<file path="src/rtl/barker_corr_stream.sv">
// barker_corr_stream: soft-input sliding-window Barker correlator.
// Signed samples arrive on an AXI-stream slave. Each accepted sample yields one
// correlation beat on an AXI-stream master. The beat carries peak and polarity
// flags. Frames are delimited by tlast, and a saturating counter tracks peaks.
//
// Handshake (both ports): a transfer happens on a rising clock edge where
// tvalid && tready. A master holds tdata/tuser/tlast stable while tvalid is high
// and tready is low. s_tready is (!m_tvalid || m_tready), so a new sample is
// taken only when the output register is empty or is being drained in the same
// cycle.
module barker_corr_stream #(
  parameter int CODE_LEN = 13,
  parameter int DATA_W   = 8,
  parameter int ACC_W    = DATA_W + $clog2(CODE_LEN),
  parameter int CNT_W    = 16
) (
  input  logic                    i_clk,
  input  logic                    i_rst,
  input  logic [DATA_W-1:0]       s_tdata,
  input  logic                    s_tvalid,
  output logic                    s_tready,
  input  logic                    s_tlast,
  output logic [ACC_W-1:0]        m_tdata,
  output logic                    m_tvalid,
  input  logic                    m_tready,
  output logic                    m_tlast,
  output logic [2:0]              m_tuser,
  input  logic [ACC_W-1:0]        i_threshold,
  input  logic                    i_cnt_clr,
  output logic [CNT_W-1:0]        o_peak_count
);

  localparam int FILL_W = $clog2(CODE_LEN + 1);

  // Bit k is 1 when code chip c[k] is '+'. c[0] weights the oldest sample.
  function automatic logic [12:0] code_mask(input int len);
    logic [12:0] m;
    case (len)
      13:      m = 13'b1010110011111;
      11:      m = 13'b0001001000111;
      7:       m = 13'b0000000100111;
      5:       m = 13'b0000000010111;
      4:       m = 13'b0000000001011;
      3:       m = 13'b0000000000011;
      2:       m = 13'b0000000000001;
      default: m = 13'b0000000000000;
    endcase
    return m;
  endfunction

  localparam logic [12:0] CODE_MASK = code_mask(CODE_LEN);

  // Only the known Barker lengths exist.
  if (!(CODE_LEN == 2 || CODE_LEN == 3 || CODE_LEN == 4 || CODE_LEN == 5 ||
        CODE_LEN == 7 || CODE_LEN == 11 || CODE_LEN == 13)) begin : g_bad_code_len
    $error("barker_corr_stream: CODE_LEN must be one of 2,3,4,5,7,11,13");
  end

  logic signed [DATA_W-1:0] r_win [CODE_LEN];
  logic signed [DATA_W-1:0] w_win [CODE_LEN];
  logic [FILL_W-1:0]        r_fill;
  logic [FILL_W-1:0]        w_fill_nx;
  logic                     w_full;
  logic signed [ACC_W-1:0]  w_corr;
  logic [ACC_W-1:0]         w_abs;
  logic                     w_peak;
  logic                     w_pol;
  logic                     w_accept;
  logic                     w_cnt_inc;

  logic                     r_m_tvalid;
  logic [ACC_W-1:0]         r_m_tdata;
  logic                     r_m_tlast;
  logic [2:0]               r_m_tuser;
  logic [CNT_W-1:0]         r_peak_count;

  assign s_tready  = !i_rst && (!r_m_tvalid || m_tready);
  assign w_accept  = s_tvalid && s_tready;

  // Window as it looks after the current sample shifts in (index CODE_LEN-1 newest).
  always_comb begin
    for (int k = 0; k < CODE_LEN - 1; k++) begin
      w_win[k] = r_win[k+1];
    end
    w_win[CODE_LEN-1] = $signed(s_tdata);
  end

  // Exact correlation of the updated window against the code.
  always_comb begin
    w_corr = '0;
    for (int k = 0; k < CODE_LEN; k++) begin
      if (CODE_MASK[k]) begin
        w_corr = w_corr + ACC_W'(w_win[k]);
      end else begin
        w_corr = w_corr - ACC_W'(w_win[k]);
      end
    end
  end

  // Fill level, magnitude and peak decision for the beat being produced.
  always_comb begin
    w_fill_nx = (r_fill == FILL_W'(CODE_LEN)) ? r_fill : r_fill + 1'b1;
    w_full    = (w_fill_nx == FILL_W'(CODE_LEN));
    w_abs     = w_corr[ACC_W-1] ? ACC_W'(-w_corr) : ACC_W'(w_corr);
    w_peak    = w_full && (w_abs >= i_threshold);
    w_pol     = w_peak && w_corr[ACC_W-1];
  end

  // Sample window and fill counter; a frame end wipes both.
  always_ff @(posedge i_clk or posedge i_rst) begin
    if (i_rst) begin
      for (int k = 0; k < CODE_LEN; k++) r_win[k] <= '0;
      r_fill <= '0;
    end else if (w_accept) begin
      if (s_tlast) begin
        for (int k = 0; k < CODE_LEN; k++) r_win[k] <= '0;
        r_fill <= '0;
      end else begin
        for (int k = 0; k < CODE_LEN; k++) r_win[k] <= w_win[k];
        r_fill <= w_fill_nx;
      end
    end
  end

  // Output register: load on accept, drop valid once drained with nothing new.
  always_ff @(posedge i_clk or posedge i_rst) begin
    if (i_rst) begin
      r_m_tvalid <= 1'b0;
      r_m_tdata  <= '0;
      r_m_tlast  <= 1'b0;
      r_m_tuser  <= '0;
    end else if (w_accept) begin
      r_m_tvalid <= 1'b1;
      r_m_tdata  <= w_corr;
      r_m_tlast  <= s_tlast;
      r_m_tuser  <= {w_full, w_pol, w_peak};
    end else if (m_tready) begin
      r_m_tvalid <= 1'b0;
    end
  end

  assign w_cnt_inc = r_m_tvalid && m_tready && r_m_tuser[0];

  // Saturating peak counter; clear takes priority over a same-cycle increment.
  always_ff @(posedge i_clk or posedge i_rst) begin
    if (i_rst) begin
      r_peak_count <= '0;
    end else if (i_cnt_clr) begin
      r_peak_count <= '0;
    end else if (w_cnt_inc && !(&r_peak_count)) begin
      r_peak_count <= r_peak_count + 1'b1;
    end
  end

  assign m_tvalid     = r_m_tvalid;
  assign m_tdata      = r_m_tdata;
  assign m_tlast      = r_m_tlast;
  assign m_tuser      = r_m_tuser;
  assign o_peak_count = r_peak_count;

endmodule
</file>
<file path="config.mk">
export PLATFORM = sky130hd
export DESIGN_NAME = barker_corr_stream
export DESIGN_NICKNAME = d
export VERILOG_FILES = /design/src/rtl/barker_corr_stream.sv
export SDC_FILE = /design/constraint.sdc
export NUM_CORES = 1
export LEC_CHECK = 0
export BUFFER_PORTS_ARGS = -buffer_cell sky130_fd_sc_hd__buf_4
export CORE_AREA = 2 2 144 118
export CTS_CLUSTER_SIZE = 14
export DETAILED_ROUTE_END_ITERATION = 8
export DIE_AREA = 0 0 146 120
export HOLD_SLACK_MARGIN = 0.06
export MAX_ROUTING_LAYER = met4
export PLACE_DENSITY = 0.73
export REMOVE_ABC_BUFFERS = 1
export SETUP_SLACK_MARGIN = 0.5
export SYNTH_ARGS = -nofsm -noshare
export SYNTH_HDL_FRONTEND = slang
export SYNTH_SLANG_ARGS = --single-unit
</file>
<file path="constraint.sdc">
create_clock -name i_clk -period 19.75 [get_ports i_clk]
set_clock_uncertainty 0.15 [all_clocks]
set_input_delay 0.9875 -clock i_clk [delete_from_list [all_inputs] [get_ports i_clk]]
set_output_delay 0.9875 -clock i_clk [all_outputs]
set_load 0.005 [all_outputs]
</file>
# Yosys cells after proc, flatten, opt, wreduce, memory -nomap -nowiden

Cells that the tools add are included.

Output and inout bits: 34
Input bits: 26
Flip-flop bits (word level): 133

Equal/unequal tests: 2
Magnitude comparators: 1
Reductions and logical operators: 14
Multiplexer cells: 8
Add/sub/neg operators: 15

Operators by type and width:

| operator                                                         | count |
|---|---|
| 96-bit two-way mux                                               | 1 |
| 12-bit by 8-bit adder with 12-bit output                         | 4 |
| 12-bit by 8-bit subtractor with 12-bit output                    | 4 |
| 16-bit two-way mux                                               | 2 |
| 16-bit by 1-bit adder with 16-bit output (second input constant) | 1 |
| 16-bit AND reduction                                             | 1 |
| 11-bit by 8-bit adder with 12-bit output                         | 1 |
| 12-bit greater-or-equal comparator                               | 1 |
| 12-bit two-way mux                                               | 1 |
| 12-bit negation                                                  | 1 |
| 10-bit by 8-bit adder with 11-bit output                         | 1 |
| 9-bit by 8-bit adder with 10-bit output                          | 1 |
| 8-bit by 8-bit adder with 9-bit output                           | 1 |
| 4-bit equality test (second input constant)                      | 2 |
| 4-bit two-way mux                                                | 2 |
| 1-bit logical AND                                                | 7 |
| 4-bit by 1-bit adder with 4-bit output (second input constant)   | 1 |
| 2-bit nonzero test                                               | 2 |
| 1-bit zero test                                                  | 3 |
| 1-bit two-way mux                                                | 2 |
| 1-bit logical OR                                                 | 1 |

# Logic depth before layout (Yosys ltp)

Gate-level depths: netlist of run 1.

Depth in word-level cells: 17
Mapped depth: 27
Gate-level depth less buffers: 27

# Least setup slack after synthesis of run 1

Ideal clock, no wire load.

Path type: input to register
Start point: in s_tdata[5]
End point: reg r_m_tuser[1], in the netlist m_tuser[1]
Setup slack: 12.947 ns
Setup time: 0.121 ns
Data required time: 19.479 ns
Cell stages on the path: 23
Arrival time: 6.532 ns
Path through: inv_1 > fa_1 > fa_1 > inv_1 > fa_1 > fa_1 > inv_1 > fa_1 > inv_1 > ha_1 > or2_2 > and3_1 > or4_1 > o311ai_1 > a31oi_1 > xnor2_1 > ha_1 > a21o_1 > a21o_1 > a21oi_1 > o21ai_0 > o21a_1 > a22o_1

Cells in the longest elaborated chain, start to end: 6

RTL lines:

| element                                      | line | source |
|---|---|---|
| start, declared                              | 19   | `input logic [DATA_W-1:0] s_tdata,` |
| 12-bit by 8-bit adder with 12-bit output (*) | 93   | `w_corr = w_corr + ACC_W'(w_win[k]);` |
| 12-bit negation                              | 104  | `w_abs = w_corr[ACC_W-1] ? ACC_W'(-w_corr) : ACC_W'(w_corr);` |
| 12-bit two-way mux                           | 104  |  |
| 12-bit greater-or-equal comparator           | 105  | `w_peak = w_full && (w_abs >= i_threshold);` |
| 1-bit logical AND                            | 105  |  |
| 1-bit logical AND (*)                        | 106  | `w_pol = w_peak && w_corr[ACC_W-1];` |
| end signal, assigned                         | 136  | `r_m_tuser <= {w_full, w_pol, w_peak};` |
| end, declared                                | 74   | `logic [2:0] r_m_tuser;` |

Every way passes the cells marked *; elsewhere a longest branch is shown, timed or not.
A chain may end at the register's enable or synchronous reset.

# Final worst setup path of run 1

Ends and elaborated chain as after synthesis.

==> results of run 1 <==
-- flip-flops by register name (all words and copies together) (netlist names) --
| name | flops |
|---|---|
| r_win | 96 |
| r_fill | 4 |
| o_peak_count | 16 |
| m_tvalid | 1 |
| m_tlast | 1 |
| m_tdata | 12 |
| m_tuser | 3 |
-- Yosys cell counts, types with 3 or more instances --
cell,number
clkbuf_1,32
a21o_1,9
a31oi_1,4
xor2_1,10
o31ai_1,45
dfrtp_1,133
nand3_1,53
xnor2_1,19
nor3_1,5
nand4_1,6
or3_1,4
buf_1,6
o21a_1,3
inv_1,174
nand2_1,135
o21ai_0,56
and3_1,4
ha_1,31
nand2b_1,4
nor2_1,31
fa_1,95
a21oi_1,20
-- logic make-up after synthesis --
kind of cell               after synthesis  share of synthesized area
adders and majority gates              126                     0.2628
and+or+nand+nor                        253                     0.1282
xor gates and xnor gates                29                    0.02915
buffers and inverters                  212                    0.09133
DFF                                    133                     0.3820
muxes                                    4                   0.004882
AOI/OAI and AO/OA                      143                     0.1017
-- worst max-delay path by stage --
| stage | from | to | slack (ps) | cells past startpoint |
|---|---|---|---|---|
| after floorplan | i_rst | m_tuser[1] | 12140 | 6 |
| after global placement | s_tdata[5] | m_tuser[1] | 12450 | 24 |
| after detailed placement | s_tdata[5] | m_tuser[1] | 12310 | 24 |
| after CTS | s_tdata[5] | m_tuser[1] | 12750 | 24 |
| after global routing | s_tdata[5] | m_tuser[1] | 12240 | 25 |
| final | s_tdata[5] | m_tuser[1] | 12740 | 25 |
-- layout make-up --
cell class                      instances  area (sq um)  area share
Tap cell                              220         275.3     0.02774
Clock inverter                         13         160.2     0.01614
Clock buffer                           18         429.2     0.04325
Timing Repair Buffer                   63         473.0     0.04767
Sequential cell                       133          3328      0.3354
Inverter                              174         658.1     0.06633
Multi-Input combinational cell        555          4598      0.4634
-- per-layer routing --
metal,track usage,up-vias,wire (um)
li1,-,2937,-
met1,0.3026,2990,8141
met2,0.3328,81,8008
met3,0.04905,22,524
met4,0.06796,0,259
met5,-,-,0
-- tightest hold or removal path: stages (launching register included) --
cell and delay, ps:
dfrtp_1 330, nand2_1 50, o31ai_1 50
-- stage by stage --
step | std cells | hold WS, ps
final | 1176 | 324.5
after global routing | 1176 | 345.5
after global placement | 1145 | 310.4
after floorplan | 862 | 298.5
after detailed placement | 1145 | 316.7
after CTS | 1176 | 327.9
==> results.ini, run 1 <==
[clock_tree]
clkTransAtPathRegs_ps=60
root_buffer=clkbuf_16
htree_num_levels=4
post_cts_resized=0
cts_buffer_depth=2
cts_inserted_buffers=17
cts_tree=built
cts_hold_buf=0
postCtsSetupBuffers=0
clock_latency_ps=430
cts_sinks=133

[worst_setup_path]
arrival_ps=7180
critPathRequiredTime_ps=19920
path_common_cell=fa_1
cp_top_family=adder cells
crit_type=in -> reg
start_kind=input pin
worstRegToRegCells=25
cp_max_fo=13
critical-path-slowest-cell=xnor2_1
path_buf_inv=5
end_kind=flop
reg2reg_slack_ps=12890
cpPeakStageDelay_ps=730
rr_startpoint=r_win[21]
r2r_end=m_tuser[1]

[drt]
drtAntennaViolNets=0
via_per_inst=5.128
vias=6030
wl_um=16930
first_pass_iters=4
post-route-drc-count=0
drt_iter0_markers=368
post_drt_wl_per_cell_um=14.40

[layout]
final_cell_mix=inv_1, nand2_1, dfrtp_1
n_fill_cell=1382
mostFrequentLayoutCell=inv_1
design_area_sq_um=9922
layout.nets=1096
area_delta_synth_final_pct=13.87
drive_gt1_frac=0.1109
fin_util=0.6130
n_antenna_cell=0

[floorplan]
die_area_sq_um=17520
die_x_um=146
core_sq_um=16190
die_h_um=120
initial_utilization=0.5383
io_pins=60
rows=42

[worst_hold_path]
min_to=r_win[49]
hp-class=reg -> reg
hold_path_depth=2
min_from=r_win[49]

[timing]
fmax_mhz=142.7
grt_setup_unrepaired=false
setup_violations=0
setup_tns_ps=0
hold_violations=0
slew_violations=0
period_share=0.3549
fin_crit_ps=7009
layout_setup_ws_ps=12740
maxSlewHeadroom=0.2447
max_slew.worst_pin.slew_ps=1133

[synth]
netlist.area_leader.share=0.3820
yosysWarnings=0
synth-edff-count=0
syn_area_sq_um=8713
synth_seq_area_share=0.3820
synthArstFlopShare=1.000
yosys.cell_types.count=38
synth_area_leaders=dfrtp_1, fa_1, inv_1, nand2_1, ha_1
avgSynthCellArea_sq_um=9.682
synthCells=900
synth_top_cell_by_area=dfrtp_1
synth-seq-cells=133
synth-main-ff-cell=dfrtp_1

[global_routing]
grt_usage=0.2202
grt_max_degree=117
antenna_found_initial=0
grt_pass1_vias=6107
grt_pass1_wl_um=29640
grt_overflow=0

[outcome]
status=finished, final reports clean

[run]
drv_cap=0

[placed_design]
dp.final_hpwl_um=11810
gp_congestion=0.8245
dpl_cell_area_sq_um=9333
io_buffer_count=59
pre_cts_ws_ps=12310

Power of run 1 is not shown: default switching activity piles up to over one toggle a cycle in this logic, so the estimate is an artifact.
==> run 2, diff against run 1 <==
--- a/config.mk
+++ b/config.mk
@@ -12,7 +12,7 @@
 export DIE_AREA = 0 0 146 120
 export HOLD_SLACK_MARGIN = 0.06
 export MAX_ROUTING_LAYER = met4
-export PLACE_DENSITY = 0.73
+export PLACE_DENSITY = 0.76
 export REMOVE_ABC_BUFFERS = 1
 export SETUP_SLACK_MARGIN = 0.5
 export SYNTH_ARGS = -nofsm -noshare
==> constraint.sdc (replaced) <==
create_clock -name i_clk -period 5.6 [get_ports i_clk]
set_clock_uncertainty 0.15 [all_clocks]
set_input_delay 0.28 -clock i_clk [delete_from_list [all_inputs] [get_ports i_clk]]
set_output_delay 0.28 -clock i_clk [all_outputs]
set_load 0.005 [all_outputs]
==> results.ini, run 2 (synthesized netlist as in run 1, its figures left out) <==
[outcome]
status=finished with violations
violations=setup timing

[timing]
hold_violations=0
maxSlewHeadroom=0.3356
slew_violations=0
whs_ps=119.2
setup_tns_ps=-1643
setup_violations=2
fin_crit_ps=6454
layout_setup_ws_ps=-854.3
max_slew.worst_pin.slew_ps=971.4
grt_setup_unrepaired=true
period_share=1.153
fmax_mhz=154.9

[placed_design]
dp.final_hpwl_um=12690
io_buffer_count=59
gp_congestion=0.8197

[clock_tree]
htree_num_levels=4
cts_buffer_depth=2
clock_latency_ps=420
cts_sinks=133
cts_inserted_buffers=17
root_buffer=clkbuf_16
cts_tree=built
clkTransAtPathRegs_ps=50

[worst_setup_path]
crit_type=reg -> reg
rr_startpoint=r_win[27]
crit_cells=27
worstRegToRegCells=27
critical-path-slowest-cell=fa_1
cpPeakStageDelay_ps=570
r2r_end=m_tuser[1]
cp_max_fo=3
cp_top_family=adder cells
critPathRequiredTime_ps=5800
path_buf_inv=10
end_kind=flop
reg2reg_slack_ps=-850
start_kind=flop
arrival_ps=6650

[floorplan]
initial_utilization=0.5383
die_area_sq_um=17520
die_h_um=120
die_x_um=146
rows=42
io_pins=60
core_sq_um=16190

[worst_hold_path]
min_from=s_tdata[7]
min_to=r_win[7]
hold_path_depth=4
hp-class=in -> reg

[global_routing]
antenna_found_initial=0
grt_pass1_wl_um=33100
grt_overflow=0
grt_usage=0.2427
grt_max_degree=86
grt_pass1_vias=7093

[run]
drv_cap=0

[layout]
largest_reg_flops=96
n_fill_cell=1114
top_register=r_win
n_antenna_cell=0
drive_gt1_frac=0.2663
area_delta_synth_final_pct=30.74
mostFrequentLayoutCell=buf_4
final_cell_mix=buf_4, inv_1, nand2_1
layout.nets=1243

[drt]
vias=6835
post_drt_wl_per_cell_um=15.36
via_per_inst=5.162
met2RoutedLength_um=10390
drt_iter0_markers=497
top_layer_used=met4
wirelength_met1_um=8820
post-route-drc-count=0
drtAntennaViolNets=0
wl_met3_um=671
first_pass_iters=5
wl_um=20340

run 2: cell count changes in the layout (fill, tap and decap cells not counted), sizes merged:
cell and change:
buf +139, dlygate4sd3 +8, clkbuf +6, clkinv -3, clkinvlp -3, bufinv +1
run 2: how the worst max path moves through the flow:
stage               slack [ps]    endpoint       from
finish                    -850  m_tuser[1]  r_win[27]
global route             -1080  m_tuser[1]  r_win[27]
CTS                       -700  m_tuser[1]  r_win[58]
detailed placement        -810  m_tuser[1]   r_win[2]
global placement          -740  m_tuser[1]  r_win[26]
floorplan                -1300  m_tuser[1]      i_rst
run 2: layer usage:
metal  vias to the layer above  global-route usage
li1                       3234                   -
met1                      3413              0.3149
met2                       138              0.3894
met3                        50             0.05247
met4                         0             0.07403
met5                         -                   -
run 2: stage by stage:
stage,std cells,worst slack (ps),area [sq um],utilization
after floorplan,862,-1299,8571,-
after global placement,1266,-738.2,10240,0.6327
after detailed placement,1266,-812.1,10240,0.6327
after CTS,1314,-695.8,11100,0.6856
after global routing,1324,-1078,11390,0.7039
final,1324,-854.3,11390,0.7039
run 2: tightest hold or removal path, stage by stage:
cell and delay (ps):
buf_4 110, inv_1 90, buf_4 110, o31ai_1 60
run 2: area by class of cell:
type	count	area (sq um)	share of cell area
clock inverter	8	145.1	0.01274
tap	220	275.3	0.02416
multi-input combinational	555	4878	0.4282
timing repair buffer	210	1615	0.1418
clock buffer	24	491.7	0.04316
inverter	174	658.1	0.05777
sequential	133	3328	0.2921
run 2: timing repair:
item | CTS | global route
gates resized for setup | 21 | 49
buffers inserted | 8 | 10
hold buffers | 8 | 0
endpoints found under the hold margin | 85 | 0
pin swaps | 37 | 51
setup endpoints to repair | 6 | 7
gates cloned | 0 | 0
Power of run 2 is left out for the same reason.
==> run 3, diff against run 2 <==
--- a/config.mk
+++ b/config.mk
@@ -6,13 +6,14 @@
 export NUM_CORES = 1
 export LEC_CHECK = 0
 export BUFFER_PORTS_ARGS = -buffer_cell sky130_fd_sc_hd__buf_4
-export CORE_AREA = 2 2 144 118
+export CORE_AREA = 2 2 149 115
 export CTS_CLUSTER_SIZE = 14
 export DETAILED_ROUTE_END_ITERATION = 8
-export DIE_AREA = 0 0 146 120
+export DIE_AREA = 0 0 151 117
 export HOLD_SLACK_MARGIN = 0.06
 export MAX_ROUTING_LAYER = met4
-export PLACE_DENSITY = 0.76
+export PLACE_DENSITY = 0.72
+export RECOVER_POWER = 25
 export REMOVE_ABC_BUFFERS = 1
 export SETUP_SLACK_MARGIN = 0.5
 export SYNTH_ARGS = -nofsm -noshare
==> constraint.sdc (replaced) <==
create_clock -name i_clk -period 6.2 [get_ports i_clk]
set_clock_uncertainty 0.15 [all_clocks]
set_input_delay 0.31 -clock i_clk [delete_from_list [all_inputs] [get_ports i_clk]]
set_output_delay 0.31 -clock i_clk [all_outputs]
set_load 0.005 [all_outputs]
==> results.ini, run 3 (synthesized netlist as in run 1, its figures left out) <==
[drt]
vias=6440
wl_um=18770
post_drt_wl_per_cell_um=14.82
post-route-drc-count=0
drtAntennaViolNets=0
via_per_inst=5.087
drt_iter0_markers=432
first_pass_iters=5

[clock_tree]
cts_tree=built
clock_latency_ps=420
root_buffer=clkbuf_16
cts_buffer_depth=2
cts_inserted_buffers=17
htree_num_levels=4
cts_sinks=133
clkTransAtPathRegs_ps=60

[timing]
maxSlewHeadroom=-0.8346
grt_setup_unrepaired=true
layout_setup_ws_ps=-13.19
slew_violations=62
fin_crit_ps=6213
max_slew.worst_pin.slew_ps=2737
fmax_mhz=160.9
hold_violations=0
period_share=1.002
setup_violations=1

[layout]
largest_reg_flops=96
top_register=r_win
instances_no_fill=1266
n_antenna_cell=0
drive_gt1_frac=0.2169
design_area_sq_um=10830
n_fill_cell=1265
mostFrequentLayoutCell=inv_1
layout.nets=1190
area_delta_synth_final_pct=24.25
final_cell_mix=inv_1, nand2_1, dfrtp_1
fin_util=0.6637

[global_routing]
grt_overflow=0
grt_max_degree=89
grt_pass1_vias=6675
antenna_found_initial=0
grt_pass1_wl_um=31770
grt_usage=0.2389

[worst_setup_path]
cp_max_fo=2
start_kind=flop
end_kind=flop
arrival_ps=6370
critPathRequiredTime_ps=6360
crit_type=reg -> reg

[outcome]
violations=capacitance limit, slew limit, setup timing
status=finished with violations

[placed_design]
dp.cells=1215
gp_congestion=0.8190
io_buffer_count=59
dpl_cell_area_sq_um=9889
dp.final_hpwl_um=12650

[floorplan]
core_sq_um=16310
die_h_um=117
die_x_um=151
io_pins=60
initial_utilization=0.5341
rows=41
die_area_sq_um=17670

[run]
drv_cap=1

[worst_hold_path]
hp-class=in -> reg

-- run 3: changes by cell type in the layout (fill, tap and decap cells not counted), moves of 3 or more --
cell | before | now
clkbuf_1 | 3 | 6
inv_2 | 12 | 9
clkbuf_8 | 4 | 1
clkbuf_4 | 0 | 14
buf_6 | 5 | 1
clkinv_4 | 0 | 3
inv_1 | 160 | 163
buf_4 | 197 | 131
-- run 3: area by class of cell --
cell class	count	area [sq um]	share of cell area
repair buffers	157	1191	0.1100
multi-input cells	555	4806	0.4439
clock inverters	11	127.6	0.01179
clock buffers	21	450.4	0.04160
inverters	174	654.4	0.06044
well taps	215	269.0	0.02485
flip-flops and latches	133	3328	0.3074
-- run 3: what timing repair did --
action | CTS | global route
pin swaps | 42 | 14
setup buffers | 9 | 2
endpoints found under the setup margin | 2 | 2
endpoints found under the hold margin | 80 | 0
hold buffers | 8 | 0
resized for setup | 33 | 15
-- run 3: per-stage QoR --
stage / worst slack (ps) / TNS (ps) / hold WS [ps]
final: -13.19 / -13.19 / 77.01
after global routing: -315.0 / -769.4 / 85.93
after CTS: 26.91 / 0 / 62.93
after detailed placement: -239.3 / -440.6 / 263.9
after global placement: -149.2 / -272.5 / 259.7
after floorplan: -729.1 / -9306 / 223.1
-- run 3: final timing paths --
kind,cells after the start,endpoint,startpoint,slack [ps]
worst min register to register,2,r_win[54],r_win[54],320
min in group asynchronous,3,o_peak_count[5],i_rst,1060
worst max-delay path,26,m_tuser[1],r_win[10],-10
worst max register to register,26,m_tuser[1],r_win[10],-10
max in group asynchronous,4,r_win[27],i_rst,2880
worst min-delay path,3,r_win[6],s_tdata[6],80
-- run 3: layer usage --
metal / up-vias / GRT usage / share of wire
li1: 3125 / - / -
met1: 3183 / 0.3333 / 0.47
met2: 105 / 0.3661 / 0.48
met3: 27 / 0.04380 / 0.036
met4: 0 / 0.06355 / 0.013
met5: - / - / 0
-- run 3: worst max-delay path, stage by stage, from the launching register on --
cell and delay (ps):
dfrtp_1 330, inv_2 50, fa_1 550, inv_2 50
fa_1 510, fa_1 520, fa_1 490, inv_1 50
fa_1 450, inv_1 80, ha_2 180, inv_2 40
fa_2 370, buf_6 130, xor2_2 150, and3_1 210
nand2_2 80, buf_4 140, buf_4 130, nor3_1 190
nand4_1 150, nor3_1 160, ha_1 290, nand4_1 150
o21ai_1 100, o21a_1 190, a22o_1 200
Power of run 3 is left out for the same reason.
